$ cat config.mk
export PLATFORM = sky130hd
export DESIGN_NAME = alu_share_arbiter
export DESIGN_NICKNAME = d
export VERILOG_FILES = /design/src/rtl/alu_share_arbiter.sv
export SDC_FILE = /design/constraint.sdc
export NUM_CORES = 1
export LEC_CHECK = 0
export ABC_CLOCK_PERIOD_IN_PS = 4000
export CORE_MARGIN = 3
export CORE_UTILIZATION = 40
export DETAILED_ROUTE_END_ITERATION = 16
export GPL_TIMING_DRIVEN = 0
export PLACE_DENSITY_LB_ADDON = 0.08
export SKIP_LAST_GASP = 1
export SLEW_MARGIN = 20
export SYNTH_ARGS = -nofsm -noshare
export SYNTH_HDL_FRONTEND = slang
export SYNTH_SLANG_ARGS = --single-unit
$ cat constraint.sdc
create_clock -name clk -period 4 [get_ports clk]
set_input_delay 0.4 -clock clk [delete_from_list [all_inputs] [get_ports clk]]
set_output_delay 0.4 -clock clk [all_outputs]
set_load 0.05 [all_outputs]
$ cat src/rtl/alu_share_arbiter.sv
// Round-robin arbiter that time-shares one external combinational ALU between two
// requesters, holding operands for the op's execution time and pulsing the result back.
module alu_share_arbiter #(
    parameter int SIZE        = 32,
    parameter int MULT_CYCLES = 4
) (
    input  logic            clk,
    input  logic            reset,
    input  logic            req0_valid,
    input  logic [3:0]      req0_op,
    input  logic [SIZE-1:0] req0_a,
    input  logic [SIZE-1:0] req0_b,
    output logic            req0_ready,
    input  logic            req1_valid,
    input  logic [3:0]      req1_op,
    input  logic [SIZE-1:0] req1_a,
    input  logic [SIZE-1:0] req1_b,
    output logic            req1_ready,
    output logic [3:0]      alu_op,
    output logic [SIZE-1:0] alu_a,
    output logic [SIZE-1:0] alu_b,
    input  logic [SIZE-1:0] alu_out,
    input  logic            alu_zero,
    input  logic            alu_overflow,
    output logic            resp0_valid,
    output logic            resp1_valid,
    output logic [SIZE-1:0] resp_out,
    output logic            resp_zero,
    output logic            resp_overflow,
    output logic [1:0]      dbg_state_o
);

    localparam logic [1:0] S_IDLE = 2'd0;
    localparam logic [1:0] S_EXEC = 2'd1;
    localparam logic [1:0] S_RESP = 2'd2;

    localparam logic [3:0] OP_ADD   = 4'd3;
    localparam logic [3:0] OP_SUB   = 4'd4;
    localparam logic [3:0] OP_MULT  = 4'd6;
    localparam logic [3:0] MULT_CNT = 4'(MULT_CYCLES);

    logic [1:0]      state_q, state_d;
    logic            owner_q, owner_d;
    logic            last_grant_q, last_grant_d;
    logic [3:0]      cnt_q, cnt_d;
    logic [3:0]      alu_op_q, alu_op_d;
    logic [SIZE-1:0] alu_a_q, alu_a_d;
    logic [SIZE-1:0] alu_b_q, alu_b_d;
    logic [SIZE-1:0] resp_out_q, resp_out_d;
    logic            resp_zero_q, resp_zero_d;
    logic            resp_ovf_q, resp_ovf_d;
    logic            grant0, grant1;
    logic [3:0]      sel_op;

    // Handshake: a request transfers in a cycle where reqN_valid && reqN_ready. Ready is
    // combinational, only raised in IDLE, and never to both requesters; on a tie the
    // requester that did not win last time is chosen.
    always_comb begin
        grant0 = 1'b0;
        grant1 = 1'b0;
        if (state_q == S_IDLE) begin
            grant0 = req0_valid && (!req1_valid || last_grant_q);
            grant1 = req1_valid && (!req0_valid || !last_grant_q);
        end
    end

    assign sel_op = grant1 ? req1_op : req0_op;

    always_comb begin
        state_d      = state_q;
        owner_d      = owner_q;
        last_grant_d = last_grant_q;
        cnt_d        = cnt_q;
        alu_op_d     = alu_op_q;
        alu_a_d      = alu_a_q;
        alu_b_d      = alu_b_q;
        resp_out_d   = resp_out_q;
        resp_zero_d  = resp_zero_q;
        resp_ovf_d   = resp_ovf_q;
        case (state_q)
            S_IDLE: begin
                if (grant0 || grant1) begin
                    owner_d      = grant1;
                    last_grant_d = grant1;
                    alu_op_d     = sel_op;
                    alu_a_d      = grant1 ? req1_a : req0_a;
                    alu_b_d      = grant1 ? req1_b : req0_b;
                    cnt_d        = (sel_op == OP_MULT) ? MULT_CNT : 4'd1;
                    state_d      = S_EXEC;
                end
            end
            S_EXEC: begin
                cnt_d = cnt_q - 4'd1;
                if (cnt_q == 4'd1) begin
                    resp_out_d  = alu_out;
                    resp_zero_d = alu_zero;
                    // Overflow only carries meaning for the arithmetic ops.
                    resp_ovf_d  = alu_overflow && ((alu_op_q == OP_ADD) || (alu_op_q == OP_SUB));
                    state_d     = S_RESP;
                end
            end
            S_RESP: begin
                alu_op_d = 4'd0;
                alu_a_d  = '0;
                alu_b_d  = '0;
                state_d  = S_IDLE;
            end
            default: state_d = S_IDLE;
        endcase
    end

    always_ff @(posedge clk) begin
        if (reset) begin
            state_q      <= S_IDLE;
            owner_q      <= 1'b0;
            last_grant_q <= 1'b1;
            cnt_q        <= 4'd0;
            alu_op_q     <= 4'd0;
            alu_a_q      <= '0;
            alu_b_q      <= '0;
            resp_out_q   <= '0;
            resp_zero_q  <= 1'b0;
            resp_ovf_q   <= 1'b0;
        end else begin
            state_q      <= state_d;
            owner_q      <= owner_d;
            last_grant_q <= last_grant_d;
            cnt_q        <= cnt_d;
            alu_op_q     <= alu_op_d;
            alu_a_q      <= alu_a_d;
            alu_b_q      <= alu_b_d;
            resp_out_q   <= resp_out_d;
            resp_zero_q  <= resp_zero_d;
            resp_ovf_q   <= resp_ovf_d;
        end
    end

    assign req0_ready    = grant0;
    assign req1_ready    = grant1;
    assign alu_op        = alu_op_q;
    assign alu_a         = alu_a_q;
    assign alu_b         = alu_b_q;
    assign resp0_valid   = (state_q == S_RESP) && !owner_q;
    assign resp1_valid   = (state_q == S_RESP) && owner_q;
    assign resp_out      = resp_out_q;
    assign resp_zero     = resp_zero_q;
    assign resp_overflow = resp_ovf_q;
    assign dbg_state_o   = state_q;

endmodule

==> results by group, run 1 <==
Critical path
  • Worst path bufs/invs: 3
  • WP depth: 4
  • Worst Setup SP: req1_valid
  • CP peak stage delay: 880 ps
  • Critical Path Start Type: input pin
  • Critical Path Sink: req1_ready
  • CP top delay family: buffers and inverters
  • Critical R2R Launch: dbg_state_o[1]
  • R2R cell count: 6
  • Worst-path fanout max: 9
  • Cells along the critical path: clkdlybuf4s50_1 -> nand3_1 -> inv_2 -> clkdlybuf4s50_1
  • Crit-path slowest cell: clkdlybuf4s50_1
  • Worst reg-to-reg setup slack: 2240 ps
  • CP Capture Type: output pin
  • Reg2reg end: alu_a[29]
  • Worst EP arrival: 2230 ps
  • Worst path required time: 3600 ps
  • Most used cell, CP: clkdlybuf4s50_1
  • Crit Path Category: in2out

STA
  • Fin. max-slew vios: 0
  • Max Fclk: 381 MHz
  • PnR worst setup slack: 1370 ps
  • Fin crit share: 65.6%
  • Worst slew pin tran: 560 ps
  • Clk_skew: 11.0 ps
  • Post-layout min period: 2630 ps
  • Hold Slack: 448 ps
  • Final setup fails: 0
  • Final hold violation count: 0
  • Setup tns final: 0 ps
  • RSZ-0062 raised after global routing: no
  • Slew Limit Headroom: 62.6%

Synth
  • Post-synth top cells: nand2_1, dfxtp_1, mux2i_1, o21ai_1, a21oi_1
  • Dominant cells by area after synthesis: dfxtp_1, mux2i_1, nand2_1
  • Syn nets: 681
  • Synth area leader: dfxtp_1
  • Sequential area share after synthesis: 49.1%
  • Yosys warns: 0
  • Post-synth EDFFs: 0
  • Ys flop type: dfxtp_1
  • Post-synthesis register bit count: 110
  • Post-synthesis cell count: 505
  • Netlist cell types: 39
  • Top-count cell post-synth: nand2_1
  • Synth top area share: 49.1%
  • Post-synth ARST share: 0%
  • Synth Cell Area: 0.00448 mm2
  • Avg Cell Area, Syn: 8.87 um2

Drt
  • Via density: 4.87
  • Final WL: 14,600 um
  • Drt drc: 0
  • First-pass DRT Iterations: 4
  • Initial DRC count: 211
  • Drt wl/cell: 15.5 um
  • Remaining antenna violation count: 0
  • Routed via count: 4,583

Floorplanning
  • Initial core utilization: 41.2%
  • Die height: 112 um
  • Die footprint: 0.0125 mm2
  • Site row count: 38
  • Die width: 112 um
  • Top-Level Pins: 282
  • Core footprint: 0.0109 mm2

CTS
  • CTS tree: done
  • Worst-skew pair later-pin latency: 360 ps
  • CTS root buffer: clkbuf_8
  • Setup bufs post-CTS: 0
  • CTS Buf Count: 9
  • Htree depth: 3
  • CTS sink cnt: 110
  • Cts hold-fix bufs: 0
  • Clock Path Buffers: 2
  • CTS resizes: 0
  • Clock transition at the registers of the reported paths: 100 ps

Pwr
  • P_sw: 1.06 mW
  • VDD IR max: 244 uV
  • Pint: 1.92 mW
  • Sequential share of power: 42.4%
  • Static Leak: 3.10 nW
  • Clock power share: 21.0%
  • Switching Fraction: 35.6%
  • Gate power share: 36.6%
  • PD cells: 391 mW/mm2

Cells and area
  • Synthesis-to-layout area growth: 70.6%
  • Diode count: 0
  • Sequential Area: 0.00220 mm2
  • Layout cell share with drive strength beyond 1: 5.74%
  • Fillers: 856
  • Footprint of the multi-input gates: 0.00202 mm2
  • Fin nets: 972
  • Final Util: 70.2%

Global route
  • Largest net degree at the start of global routing: 18
  • GR Util All Layers: 22.9%
  • Vias in the first global route: 4,724
  • Total global routing overflow: 0
  • Initial antenna violation count: 0
  • First-pass GRT wire length: 23,100 um

Run status
  • Status: complete, no violations

Job
  • Max Cap Viol: 0

Place
  • Port Buffers: 280
  • HPWL Detailed: 11,900 um
  • GPL Wtd Cong: 0.805
  • Setup Slack @ Placement: 1380 ps

Hold path
  • Hold Crit Class: reg2reg
[worst min-delay path by stage]
stage                             from            to  slack, ps  depth (start not counted)
final                        alu_b[13]     alu_b[13]        450                          2
after global routing          alu_b[3]      alu_b[3]        470                          2
after floorplan           last_grant_q  last_grant_q        450                          2
after detailed placement     alu_b[13]     alu_b[13]        440                          2
after CTS                    alu_b[13]     alu_b[13]        450                          2
after global placement       alu_a[13]     alu_a[13]        440                          2
[cells in the final DEF, fill, tap and decap left out, drive strengths merged, types with 2 or more instances in the layout]
cell,n
mux2i,66
and3,2
nand2b,2
buf,23
o21ai,72
clkdlybuf4s50,280
clkbuf,22
nor4bb,2
ha,2
inv,6
a21oi,40
nand2,142
clkinvlp,3
dfxtp,110
nor2,7
nor3,2
a31oi,3
[power groups by stage]
stage                     Clock, mW  Sequential, mW  Combinational (mW)
after detailed placement          0            1.29                1.10
after global routing          0.677            1.28                1.16
after floorplan                   0            1.63               0.295
after CTS                     0.642            1.27                1.10
final                         0.627            1.27                1.09
after global placement            0            1.28                1.09
[layout make-up]
| type | instances | share of cell area (%) |
|---|---|---|
| well taps | 140 | 2.29 |
| multi-input cells | 356 | 26.4 |
| flip-flops and latches | 110 | 28.8 |
| clock buffers | 12 | 2.03 |
| clock inverters | 4 | 0.409 |
| inverters | 6 | 0.295 |
| repair buffers | 280 | 36.7 |
| plain buffers | 33 | 3.14 |
[kinds of logic (layout without fill, tap and decap cells)]
kind of cell               count (synthesis)  after routing  share of synthesized area [%]
and+or+nand+nor                          166            166                           15.3
AOI/OAI and AO/OA                        120            120                           14.0
DFF                                      110            110                           49.1
muxes                                     67             67                           15.0
buffers and inverters                     39            335                           5.86
adders and majority gates                  2              2                          0.558
xor gates and xnor gates                   1              1                          0.195
[through the flow]
stage | power (mW) | std cells | cell area [um2]
3_5_place_dp | 2.39 | 925 | 7460
3_3_place_gp | 2.37 | 925 | 7460
5_1_grt | 3.12 | 941 | 7650
6_report | 2.99 | 941 | 7650
2_1_floorplan | 1.93 | 505 | 4480
4_1_cts | 3.01 | 941 | 7650
[metal layers]
layer	track usage [%]	routed length (um)	up-vias
li1	-	-	2287
met1	24.2	5240	2100
met2	42.8	7730	176
met3	7.66	1340	20
met4	6.73	273	0
met5	0	0	-
[state kept, by name, summed over array words and instances, names as in the netlist]
signal	flops
alu_a	32
alu_b	32
resp_out	32
alu_op	4
cnt_q	4
dbg_state_o	2
last_grant_q	1
owner_q	1
resp_overflow	1
resp_zero	1
[worst reg2reg max path, cell delays in order, from the launching register on]
cell and delay [ps]:
dfxtp_1 500, nor2_2 110, o21a_2 170, nand2_2 120, buf_2 250, clkbuf_1 390, o21ai_1 130
Power figures use the tool's default switching activity.
==> inputs of run 2 (changes only) <==
--- a/config.mk
+++ b/config.mk
@@ -5,9 +5,9 @@
 export SDC_FILE = /design/constraint.sdc
 export NUM_CORES = 1
 export LEC_CHECK = 0
-export ABC_CLOCK_PERIOD_IN_PS = 4000
+export ABC_CLOCK_PERIOD_IN_PS = 2400
 export CORE_MARGIN = 3
-export CORE_UTILIZATION = 40
+export CORE_UTILIZATION = 33
 export DETAILED_ROUTE_END_ITERATION = 16
 export GPL_TIMING_DRIVEN = 0
 export PLACE_DENSITY_LB_ADDON = 0.08
==> constraint.sdc (replaced) <==
create_clock -name clk -period 2.4 [get_ports clk]
set_input_delay 0.24 -clock clk [delete_from_list [all_inputs] [get_ports clk]]
set_output_delay 0.24 -clock clk [all_outputs]
set_load 0.05 [all_outputs]
==> run 2 against run 1 <==
  * Utilization down 10 points
  * First-iteration DRC count is 36% lower
  * Largest power group unchanged
  * Highest routed layer unchanged
  * Count of clock-buffer cells in the layout decreased by 3
  * Register-to-register slack got worse by 1600 ps
  * Sequential cell count is the same
==> results by group, run 2 (same netlist as run 1, synthesis figures left out) <==
Pwr
  • PD cells: 683 mW/mm2 (+75%)
  • VDD IR max: 322 uV (+32%)
  • Switching Fraction: 34.6% (-1.0 points)
  • Sequential share of power: 39.7% (-2.7 points)
  • Gate power share: 34.2% (-2.4 points)
  • Static Leak: 3.17 nW (+2.2%)
  • Clock power share: 26.1% (+5.1 points)
  • P_sw: 1.84 mW (+73%)
  • Pint: 3.47 mW (+81%)

CTS
  • Cts hold-fix bufs: 0 (unchanged)
  • CTS Buf Count: 9 (unchanged)
  • Setup bufs post-CTS: 0 (unchanged)
  • Clock transition at the registers of the reported paths: 70 ps (-30 ps)
  • CTS sink cnt: 110 (unchanged)
  • CTS tree: done
  • Worst-skew pair later-pin latency: 340 ps (-20 ps)
  • Clock Path Buffers: 2 (unchanged)
  • CTS root buffer: clkbuf_16
  • Htree depth: 3 (unchanged)

Critical path
  • Worst reg-to-reg setup slack: 630 ps (-1610 ps)
  • R2R cell count: 6 (unchanged)
  • Critical R2R Launch: dbg_state_o[1]
  • CP peak stage delay: 860 ps (-20 ps)
  • CP top delay family: buffers and inverters
  • Worst path bufs/invs: 1 (-2)
  • Worst path required time: 2160 ps (-1440 ps)
  • Reg2reg end: alu_a[23]
  • Crit Path Category: reg2out
  • Crit-path slowest cell: clkdlybuf4s50_1
  • Cells along the critical path: nor3b_1 -> clkdlybuf4s50_1
  • Worst-path fanout max: 10 (+1)
  • CP Capture Type: output pin
  • Worst EP arrival: 1930 ps (-300 ps)
  • Critical Path Start Type: register

Cells and area
  • Fillers: 1,195 (+40%)
  • Sequential Area: 0.00220 mm2 (unchanged)
  • Commonest non-fill, non-tap cell in the layout: clkdlybuf4s50_1
  • Footprint of the multi-input gates: 0.00202 mm2 (unchanged)
  • Synthesis-to-layout area growth: 73.5%
  • Fin nets: 972 (unchanged)
  • Diode count: 0 (unchanged)
  • Layout cell share with drive strength beyond 1: 5.87% (+0.12 points)
  • Most frequent cells in the layout: clkdlybuf4s50_1, nand2_1, dfxtp_1

Global route
  • Largest net degree at the start of global routing: 19 (+1)
  • Total global routing overflow: 0 (unchanged)
  • Initial antenna violation count: 0 (unchanged)
  • Vias in the first global route: 4,511 (-4.5%)
  • First-pass GRT wire length: 22,300 um (-3.5%)
  • GR Util All Layers: 19.1% (-3.8 points)

Drt
  • First-pass DRT Iterations: 4 (unchanged)
  • Drt wl/cell: 15.0 um (-2.9%)
  • Via density: 4.59 (-5.7%)
  • Remaining antenna violation count: 0 (unchanged)
  • Drt drc: 0 (unchanged)
  • Routed via count: 4,467 (-2.5%)
  • Initial DRC count: 134 (-36%)
  • Final WL: 14,600 um (+0.38%)

STA
  • Final setup fails: 0 (unchanged)
  • Setup tns final: 0 ps (unchanged)
  • Hold Slack: 346 ps (-102 ps)
  • Slew Limit Headroom: 63.1% (+0.51 points)
  • Post-layout min period: 2170 ps
  • Final hold violation count: 0 (unchanged)
  • RSZ-0062 raised after global routing: no
  • Fin. max-slew vios: 0 (unchanged)
  • Fin crit share: 90.5%
  • Clk_skew: 5.93 ps (-5.10 ps)
  • Max Fclk: 460 MHz
  • Worst slew pin tran: 552 ps (-7.57 ps)

Floorplanning
  • Die height: 123 um (+9.6%)
  • Top-Level Pins: 282 (unchanged)
  • Site row count: 41 (+7.9%)
  • Core footprint: 0.0129 mm2 (+19%)
  • Initial core utilization: 34.7% (-6.5 points)
  • Die width: 123 um (+9.6%)
  • Die footprint: 0.0150 mm2 (+20%)

Place
  • Port Buffers: 280 (unchanged)
  • HPWL Detailed: 12,000 um (+0.79%)
  • GPL Wtd Cong: 0.750 (-6.9%)

Hold path
  • Hold EP: last_grant_q
  • Hold path depth: 3 (+1)
  • Hold Crit Class: in2reg
  • Hold path start: reset

Run status
  • Status: complete, no violations

Job
  • Max Cap Viol: 0 (unchanged)
run 2: changes by cell type in the layout (fill, tap and decap cells not counted):
cell,change
clkinv_2,+3
inv_6,+2
clkbuf_1,-1
clkdlybuf4s50_1,-2
dlymetal6s2s_1,+1
clkinvlp_4,-2
clkbuf_16,+9
clkbuf_8,-11
dlygate4sd2_1,+1
run 2: how the worst max path moves through the flow:
| stage | from | end | slack, ps | cells after the start |
|---|---|---|---|---|
| final | dbg_state_o[1] | resp0_valid | 230 | 2 |
| after global routing | dbg_state_o[1] | resp0_valid | 80 | 2 |
| after CTS | dbg_state_o[1] | req0_ready | 40 | 4 |
| after detailed placement | req1_valid | req1_ready | 90 | 4 |
| after global placement | req1_valid | req1_ready | 120 | 4 |
| after floorplan | dbg_state_o[1] | resp0_valid | 200 | 1 |
run 2: final cells by class:
class | instances | share of cell area [%]
tap | 172 | 2.77
clock buffer | 9 | 2.90
inverter | 6 | 0.290
sequential | 110 | 28.3
timing repair buffer | 280 | 36.1
multi-input combinational | 356 | 25.9
clock inverter | 7 | 0.628
buffer | 33 | 3.09
run 2: metal layers:
layer,global-route usage (%),up-vias,part of all wire [%],wire length [um]
met3,7.33,19,10,1530
met2,35.2,181,52,7550
met4,7.07,0,2.0,289
met1,19.5,1977,36,5270
met5,0,-,0,0
li1,-,2290,-,-
run 2: timing repair:
item	4_1_cts	5_1_grt
resized for setup	1	1
hold endpoints to repair	0	0
setup endpoints to repair	1	1
run 2: stage by stage:
step	instance area [um2]	power (mW)	utilization, %	setup slack [ps]	cells
after CTS	7770	5.38	60.1	43.3	973
after global placement	7500	3.96	58.0	123	957
after floorplan	4480	3.21	-	196	505
after global routing	7770	5.58	60.1	75.8	973
after detailed placement	7500	3.99	58.0	92.4	957
final	7770	5.31	60.1	228	973
run 2: tightest hold or removal path, delay by kind of cell:
kind	cells	cell delay, ps
simple gates	1	60
buf+inv	2	350
run 2: power groups by stage:
stage	sequential (mW)	clock, mW	combinational [mW]
global route	2.14	1.51	1.93
CTS	2.11	1.43	1.84
floorplan	2.72	0	0.491
detailed placement	2.15	0	1.83
finish	2.11	1.39	1.82
global placement	2.14	0	1.82
